$ cat src/rtl/apb_uart_arbiter.sv
`default_nettype none
// ============================================================================
// apb_uart_arbiter : two-requester round-robin arbiter driving one APB master
// Rev 1.0
// ============================================================================
module apb_uart_arbiter #(
  parameter int ADDR_W  = 32,
  parameter int DATA_W  = 32,
  parameter int TIMEOUT = 16
) (
  input  logic              PCLK,
  input  logic              PRESET,
  input  logic              req0,
  input  logic              wr0,
  input  logic [ADDR_W-1:0] addr0,
  input  logic [DATA_W-1:0] wdata0,
  output logic              done0,
  output logic              err0,
  output logic [DATA_W-1:0] rdata0,
  input  logic              req1,
  input  logic              wr1,
  input  logic [ADDR_W-1:0] addr1,
  input  logic [DATA_W-1:0] wdata1,
  output logic              done1,
  output logic              err1,
  output logic [DATA_W-1:0] rdata1,
  output logic              PSEL,
  output logic              PENABLE,
  output logic              PWRITE,
  output logic [ADDR_W-1:0] PADDR,
  output logic [DATA_W-1:0] PWDATA,
  input  logic [DATA_W-1:0] PRDATA,
  input  logic              PREADY,
  input  logic              PSLVERR,
  output logic [1:0]        grant
);

  localparam int CW = (TIMEOUT > 1) ? $clog2(TIMEOUT + 1) : 1;

  typedef enum logic [1:0] {
    IDLE   = 2'd0,
    SETUP  = 2'd1,
    ACCESS = 2'd2
  } state_t;

  state_t          state;
  state_t          state_nxt;
  logic            owner;
  logic            last;
  logic [CW-1:0]   wait_cnt;
  logic [1:0]      eligible;
  logic            pick;
  logic            timed_out;
  logic            finish;

  // A requester whose done pulse is out this cycle is masked so its held req is not re-served.
  assign eligible  = {req1 & ~done1, req0 & ~done0};
  assign pick      = (eligible == 2'b10) | ((eligible == 2'b11) & ~last);
  assign timed_out = (TIMEOUT > 0) && !PREADY && (wait_cnt == CW'(TIMEOUT - 1));
  assign finish    = (state == ACCESS) && (PREADY || timed_out);

  assign PSEL    = (state != IDLE);
  assign PENABLE = (state == ACCESS);
  assign grant   = PSEL ? (owner ? 2'b10 : 2'b01) : 2'b00;

  always_ff @(posedge PCLK) begin
    if (PRESET) begin
      state <= IDLE;
    end else begin
      state <= state_nxt;
    end
  end

  always_comb begin
    state_nxt = state;
    case (state)
      IDLE:    if (|eligible) state_nxt = SETUP;
      SETUP:   state_nxt = ACCESS;
      ACCESS:  if (finish) state_nxt = IDLE;
      default: state_nxt = IDLE;
    endcase
  end

  always_ff @(posedge PCLK) begin
    if (PRESET) begin
      owner    <= 1'b0;
      last     <= 1'b1;
      wait_cnt <= '0;
      PWRITE   <= 1'b0;
      PADDR    <= '0;
      PWDATA   <= '0;
      done0    <= 1'b0;
      done1    <= 1'b0;
      err0     <= 1'b0;
      err1     <= 1'b0;
      rdata0   <= '0;
      rdata1   <= '0;
    end else begin
      done0 <= 1'b0;
      done1 <= 1'b0;
      err0  <= 1'b0;
      err1  <= 1'b0;
      if (state == IDLE && |eligible) begin
        owner  <= pick;
        PWRITE <= pick ? wr1    : wr0;
        PADDR  <= pick ? addr1  : addr0;
        PWDATA <= pick ? wdata1 : wdata0;
      end
      if (state == ACCESS) begin
        if (finish) begin
          wait_cnt <= '0;
          last     <= owner;
          if (owner) begin
            done1 <= 1'b1;
            err1  <= timed_out | PSLVERR;
            if (PREADY && !PSLVERR && !PWRITE) rdata1 <= PRDATA;
          end else begin
            done0 <= 1'b1;
            err0  <= timed_out | PSLVERR;
            if (PREADY && !PSLVERR && !PWRITE) rdata0 <= PRDATA;
          end
        end else begin
          wait_cnt <= wait_cnt + CW'(1);
        end
      end
    end
  end

endmodule
`default_nettype wire

$ cat config.mk
export PLATFORM = sky130hd
export DESIGN_NAME = apb_uart_arbiter
export DESIGN_NICKNAME = d
export VERILOG_FILES = /design/src/rtl/apb_uart_arbiter.sv
export SDC_FILE = /design/constraint.sdc
export NUM_CORES = 1
export LEC_CHECK = 0
export BUFFER_PORTS_ARGS = -buffer_cell sky130_fd_sc_hd__buf_4
export CAP_MARGIN = 20
export CORE_ASPECT_RATIO = 0.9
export CORE_MARGIN = 5
export CORE_UTILIZATION = 48
export CTS_BUF_LIST = sky130_fd_sc_hd__clkbuf_8 sky130_fd_sc_hd__clkbuf_16
export DETAILED_ROUTE_END_ITERATION = 10
export PLACE_DENSITY = 0.85
export SETUP_SLACK_MARGIN = 0.02
export SLEW_MARGIN = 25
export SYNTH_ARGS = -nofsm -noshare
export SYNTH_HDL_FRONTEND = slang
export SYNTH_SLANG_ARGS = --single-unit
$ cat constraint.sdc
create_clock -name PCLK -period 3.85 [get_ports PCLK]
set_clock_uncertainty 0.15 [all_clocks]
set_input_delay 0.5775 -clock PCLK [delete_from_list [all_inputs] [get_ports PCLK]]
set_output_delay 0.5775 -clock PCLK [all_outputs]
set_load 0.03 [all_outputs]
### After elaboration in Yosys (flattened, before gate mapping)

Index checks and enable logic that the tools add are counted.
Widths: inputs -> output; s select.

| word-level totals | value |
|---|---|
| bits in registers | 142 |
| input bits | 168 |
| output and inout port bits | 137 |
| word-level logic and storage cells | 62 |

| operators by class | value |
|---|---|
| add/subtract/negate cells | 1 |
| equal/unequal tests | 7 |
| muxes and demuxes | 11 |
| bitwise gates (word level) | 11 |
| reduce and logical (&&, ||, !) cells | 19 |

Operators with widths:

| operator | count |
|---|---|
| $mux 32 | 2 |
| $mux 2 | 4 |
| $reduce_and 4->1 | 2 |
| $reduce_or 4->1 | 2 |
| $eq 2x2->1 const B | 3 |
| $not 1->1 | 6 |
| $pmux 2 s3 | 1 |
| $add 5x1->5 const B | 1 |
| $eq 5x4->1 const B | 1 |
| $logic_and 1x1->1 | 5 |
| $mux 5 | 1 |
| $reduce_and 2->1 | 2 |
| $and 1x1->1 | 3 |
| $logic_not 1->1 | 3 |
| $mux 1 | 3 |
| $reduce_or 3->1 | 1 |
| $eq 2x1->1 const B | 1 |
| $logic_not 2->1 | 1 |
| $ne 2x1->1 const B | 1 |
| $ne 2x2->1 const B | 1 |
| $or 1x1->1 | 2 |
| $reduce_bool 2->1 | 1 |
| $reduce_or 2->1 | 1 |
| $logic_or 1x1->1 | 1 |

### Depth between registers and ports, before layout

| depth | value |
|---|---|
| depth in word-level cells | 6 |
| gate-level depth with buffers | 7 |

### Worst setup path before layout

No wires, ideal clock.

| timing path | value |
|---|---|
| kind | register to output |
| start | reg owner |
| end | out grant[1] |
| arrival | 1.032 ns |
| data required time | 3.122 ns |
| path slack | 2.091 ns |
| stages on the path, launching flop included | 3 |
| buffers on the path | 1 |
| cells stage by stage | dfxtp_1 clkbuf_1 nor2b_1 |

| between the ends | value |
|---|---|
| word-level cells in the longest chain between the ends | 2 |

RTL lines:

| element | RTL line | text |
|---|---|---|
| start, declared | 48 | `logic owner;` |
| start signal, assigned | 104 | `owner <= pick;` |
| $mux 2 (2 in a row) | 64 | `assign grant = PSEL ? (owner ? 2'b10 : 2'b01) : 2'b00;` |
| end, declared | 35 | `output logic [1:0] grant` |

No other way between the ends.

### Final worst setup path

| timing path | value |
|---|---|
| start | reg state[0] |
| end | out PENABLE |

| between the ends | value |
|---|---|
| word-level cells in the longest chain between the ends | 1 |

RTL lines:

| element | RTL line | text |
|---|---|---|
| start, declared | 46 | `state_t state;` |
| start signal, assigned | 70 | `state <= state_nxt;` |
| $eq 2x2->1 | 63 | `assign PENABLE = (state == ACCESS);` |
| end, declared | 28 | `output logic PENABLE,` |

No other way between the ends.

==> summary.log <==
[synth] dominant cells by area after synthesis sky130_fd_sc_hd__dfxtp_1 (51%), sky130_fd_sc_hd__nand2_1 (18%), sky130_fd_sc_hd__a311oi_1 (10%)
[global_route] largest net degree at the start of global routing 91
[clocking] number of sinks on the clock net 142
[synth] mean area per synthesized cell 7.86 um^2
[setup_path] logic depth of the worst register-to-register path 5
[setup_path] required time reported for the critical path endpoint 3.12 ns
[route] Routed WL 19,000 um
[power] leak pwr 3.77 nW
[placement] Area after DPL 0.00787 mm^2
[clocking] CTS Hold Bufs 0
[sta] Total Neg Setup Slack 0 ns
[route] Routed wire per std cell 16.5 um
[placement] GPL Wtd Cong 0.832
[sta] Worst-Margin Slew 0.898 ns
[route] number of antenna-violating nets in the routed design 0
[clocking] clk buf depth 2
[route] first-pass iteration count of the detailed router 5
[clocking] cell at the root of the clock tree sky130_fd_sc_hd__clkbuf_16
[global_route] via count of the first global-routing pass 5,596
[setup_path] slowest library cell on the worst path sky130_fd_sc_hd__nand2b_1
[clocking] clock slew at reported path FFs 0.07 ns
[sta] Final setup violation count 0
[setup_path] worst setup path class reg2out
[floorplanning] height of the die 113 um
[layout] commonest non-fill, non-tap cells in the layout sky130_fd_sc_hd__buf_4 (312), sky130_fd_sc_hd__nand2_1 (260), sky130_fd_sc_hd__dfxtp_1 (142), sky130_fd_sc_hd__nor2_1 (77), sky130_fd_sc_hd__a21oi_1 (68)
[clocking] clock tree from TritonCTS yes
[route] DR iter-0 viols 489
[synth] library cell with the largest summed area after synthesis sky130_fd_sc_hd__dfxtp_1
[synth] area fraction of the dominant cell type after synthesis 0.507
[placement] worst slack at placement 1.27 ns
[clocking] post-CTS repair timing setup buffer count 0
[setup_path] ordered list of cells on the worst path nand2b_1 > inv_1 > buf_4
[setup_path] startpoint types flip-flop
[layout] commonest non-fill, non-tap cell in the layout sky130_fd_sc_hd__buf_4
[sta] Setup WS post-layout 1.63 ns
[sta] slew margin rel. 0.401
[sta] worst hold slack 0.269 ns
[setup_path] endpoint kind of the worst setup timing path output port
[power] internal power component 2.76 mW
[sta] final number of hold-violating endpoints 0
[clocking] Inserted Clock Buffers 17
[synth] syn_nets 883
[synth] sequential share of the synthesized area 0.507
[route] drc violations 0
[sta] number of max-slew violations in the final report 0
[synth] yosys synthesis warning count 0
[power] fraction of power consumed by sequential logic 0.408
[layout] proportion of layout cells with a drive suffix above 1 0.352
[floorplanning] area of the die 0.0139 mm^2
[synth] cell count after synthesis 713
[floorplanning] count of standard-cell rows 37
[power] highest ir drop seen on vdd 0.000345 V
[synth] number of unique standard cell types used by synthesis 27
[route] vias after detailed routing 5,902
[power] power per standard cell area 471 mW/mm^2
[global_route] wire length of the first global-routing pass 28,400 um
[power] power spent charging and discharging nets 1.21 mW
[setup_path] Max stage delay on crit path 0.44 ns
[sta] min Tclk post-route 2.22 ns
[synth] netlist area before placement 0.00560 mm^2
[setup_path] data arrival at the endpoint of the critical path 1.49 ns
[setup_path] maximum fanout count along the critical path 14
[route] ratio of routed vias to standard cells 5.12
[layout] Layout Area Growth over Synthesis 50.5%
[sta] fmax 0.450 GHz
[setup_path] critical register-to-register path endpoint PADDR[2]
[global_route] remaining global-route overflow 0
[floorplanning] die outline width 124 um
[floorplanning] initial core utilization 0.490
[floorplanning] Top Ports 305
[layout] final design instance area without fill 0.00844 mm^2
[layout] diodes inserted 0
[worst_hold_path] HP Class in2reg
[sta] unrepaired setup endpoints after global routing false
[job] maximum capacitance violations 0
[worst_hold_path] hold path depth 3
[clocking] clock latency of the later-clocked register in the worst-skew pair 0.41 ns
[worst_hold_path] hold path startpoint PRDATA[17]
[floorplanning] standard cell core area 0.0114 mm^2
[status] outcome complete, no violations
[setup_path] setup slack of the worst register-to-register path 1.66 ns
[setup_path] reg2reg start done1
[layout] Filler Cell Count 880
[layout] number of nets in the finished design 1,154
[sta] Tcrit/Tclk final 0.577
[clocking] number of gates given a new drive strength after cts 0
[power] power share of the clock group 0.390
[clocking] number of H-tree levels 4
[placement] HPWL after detailed placement 13,900 um
[synth] post-synthesis register bit count 142
[worst_hold_path] worst min-delay path endpoint rdata1[17]
[layout] final core occ 0.738
[placement] port bufs 304
[global_route] antenna violations before repair 0
[global_route] Total Routing Usage GR 0.259
[power] Switching Fraction 0.305
[power] portion of total power attributed to combinational logic 0.201
-- power groups by stage --
stage                     clock network [mW]  logic, mW  registers [mW]
after floorplan                            0      0.279            1.83
after global placement                     0      0.795            1.65
after detailed placement                   0      0.802            1.65
after CTS                               1.57      0.804            1.62
after global routing                    1.64      0.859            1.63
final                                   1.55      0.800            1.62
-- logic make-up (layout without fill, tap and decap cells) --
| logic type | after synthesis | after routing | synth area share |
|---|---|---|---|
| muxes | 3 | 3 | 0.00536 |
| AOI/OAI and AO/OA | 139 | 139 | 0.169 |
| buffers and inverters | 66 | 350 | 0.0601 |
| and+or+nand+nor | 361 | 361 | 0.254 |
| DFF | 142 | 142 | 0.507 |
| adders and majority gates | 2 | 2 | 0.00446 |
-- synth_stat cells --
cell / number
sky130_fd_sc_hd__clkbuf_1: 21
sky130_fd_sc_hd__mux2i_1: 3
sky130_fd_sc_hd__o21ai_0: 3
sky130_fd_sc_hd__nor2b_1: 4
sky130_fd_sc_hd__a311oi_1: 66
sky130_fd_sc_hd__nor3_1: 2
sky130_fd_sc_hd__inv_1: 4
sky130_fd_sc_hd__buf_4: 9
sky130_fd_sc_hd__buf_2: 26
sky130_fd_sc_hd__nand4_1: 1
sky130_fd_sc_hd__ha_1: 2
sky130_fd_sc_hd__nor2_2: 1
sky130_fd_sc_hd__buf_6: 3
sky130_fd_sc_hd__and4bb_1: 1
sky130_fd_sc_hd__nand2b_1: 1
sky130_fd_sc_hd__and3b_1: 1
sky130_fd_sc_hd__and3_1: 1
sky130_fd_sc_hd__nor4_1: 4
sky130_fd_sc_hd__o21a_1: 1
sky130_fd_sc_hd__nor2_1: 77
sky130_fd_sc_hd__a21oi_1: 68
sky130_fd_sc_hd__dfxtp_1: 142
sky130_fd_sc_hd__nand2_1: 262
sky130_fd_sc_hd__buf_1: 3
sky130_fd_sc_hd__nand3b_1: 4
sky130_fd_sc_hd__a22oi_1: 1
sky130_fd_sc_hd__and2_1: 2
-- per-stage QoR --
step           instances  power (mW)
6_report            1153        3.97
3_5_place_dp        1121        2.45
3_3_place_gp        1121        2.44
5_1_grt             1153        4.13
2_1_floorplan        713        2.10
4_1_cts             1153        4.00
-- registers in the layout (all words and copies together), names as in the netlist --
| register | flops |
|---|---|
| PWRITE | 1 |
| PWDATA | 32 |
| state | 2 |
| rdata0 | 32 |
| err1 | 1 |
| owner | 1 |
| rdata1 | 32 |
| PADDR | 32 |
| last | 1 |
| done1 | 1 |
| done0 | 1 |
| err0 | 1 |
| wait_cnt | 5 |
-- layer usage --
layer	routed length, um	track usage	part of all wire	vias up
li1	-	-	-	2948
met4	488	0.0942	0.026	0
met2	9570	0.447	0.50	233
met3	2230	0.108	0.12	30
met1	6730	0.284	0.35	2691
met5	0	0	0	-
-- worst max-delay path, delay by kind of cell (launching register included) --
family / cells / cell delay (ns)
buffers and inverters: 2 / 0.26
DFF: 1 / 0.37
and+or+nand+nor: 1 / 0.44
-- area by class of cell --
cell class,instances,area [um^2],share of cell area
Sequential cell,142,2840,0.337
Clock inverter,14,123,0.0145
Inverter,4,15.0,0.00178
Multi-Input combinational cell,505,2440,0.289
Clock buffer,18,439,0.0521
Tap cell,156,195,0.0231
Timing Repair Buffer,314,2380,0.282
-- worst max path at each step --
| stage | start | endpoint | cells after the start | slack [ns] |
|---|---|---|---|---|
| 6_report | state[0] | PENABLE | 3 | 1.63 |
| 5_1_grt | done1 | PADDR[0] | 5 | 1.49 |
| 2_1_floorplan | owner | grant[1] | 2 | 2.09 |
| 3_5_place_dp | req1 | PADDR[2] | 6 | 1.27 |
| 4_1_cts | state[0] | PENABLE | 3 | 1.62 |
| 3_3_place_gp | req1 | PADDR[14] | 6 | 1.38 |
No activity file was read; power rests on OpenSTA's default activity.
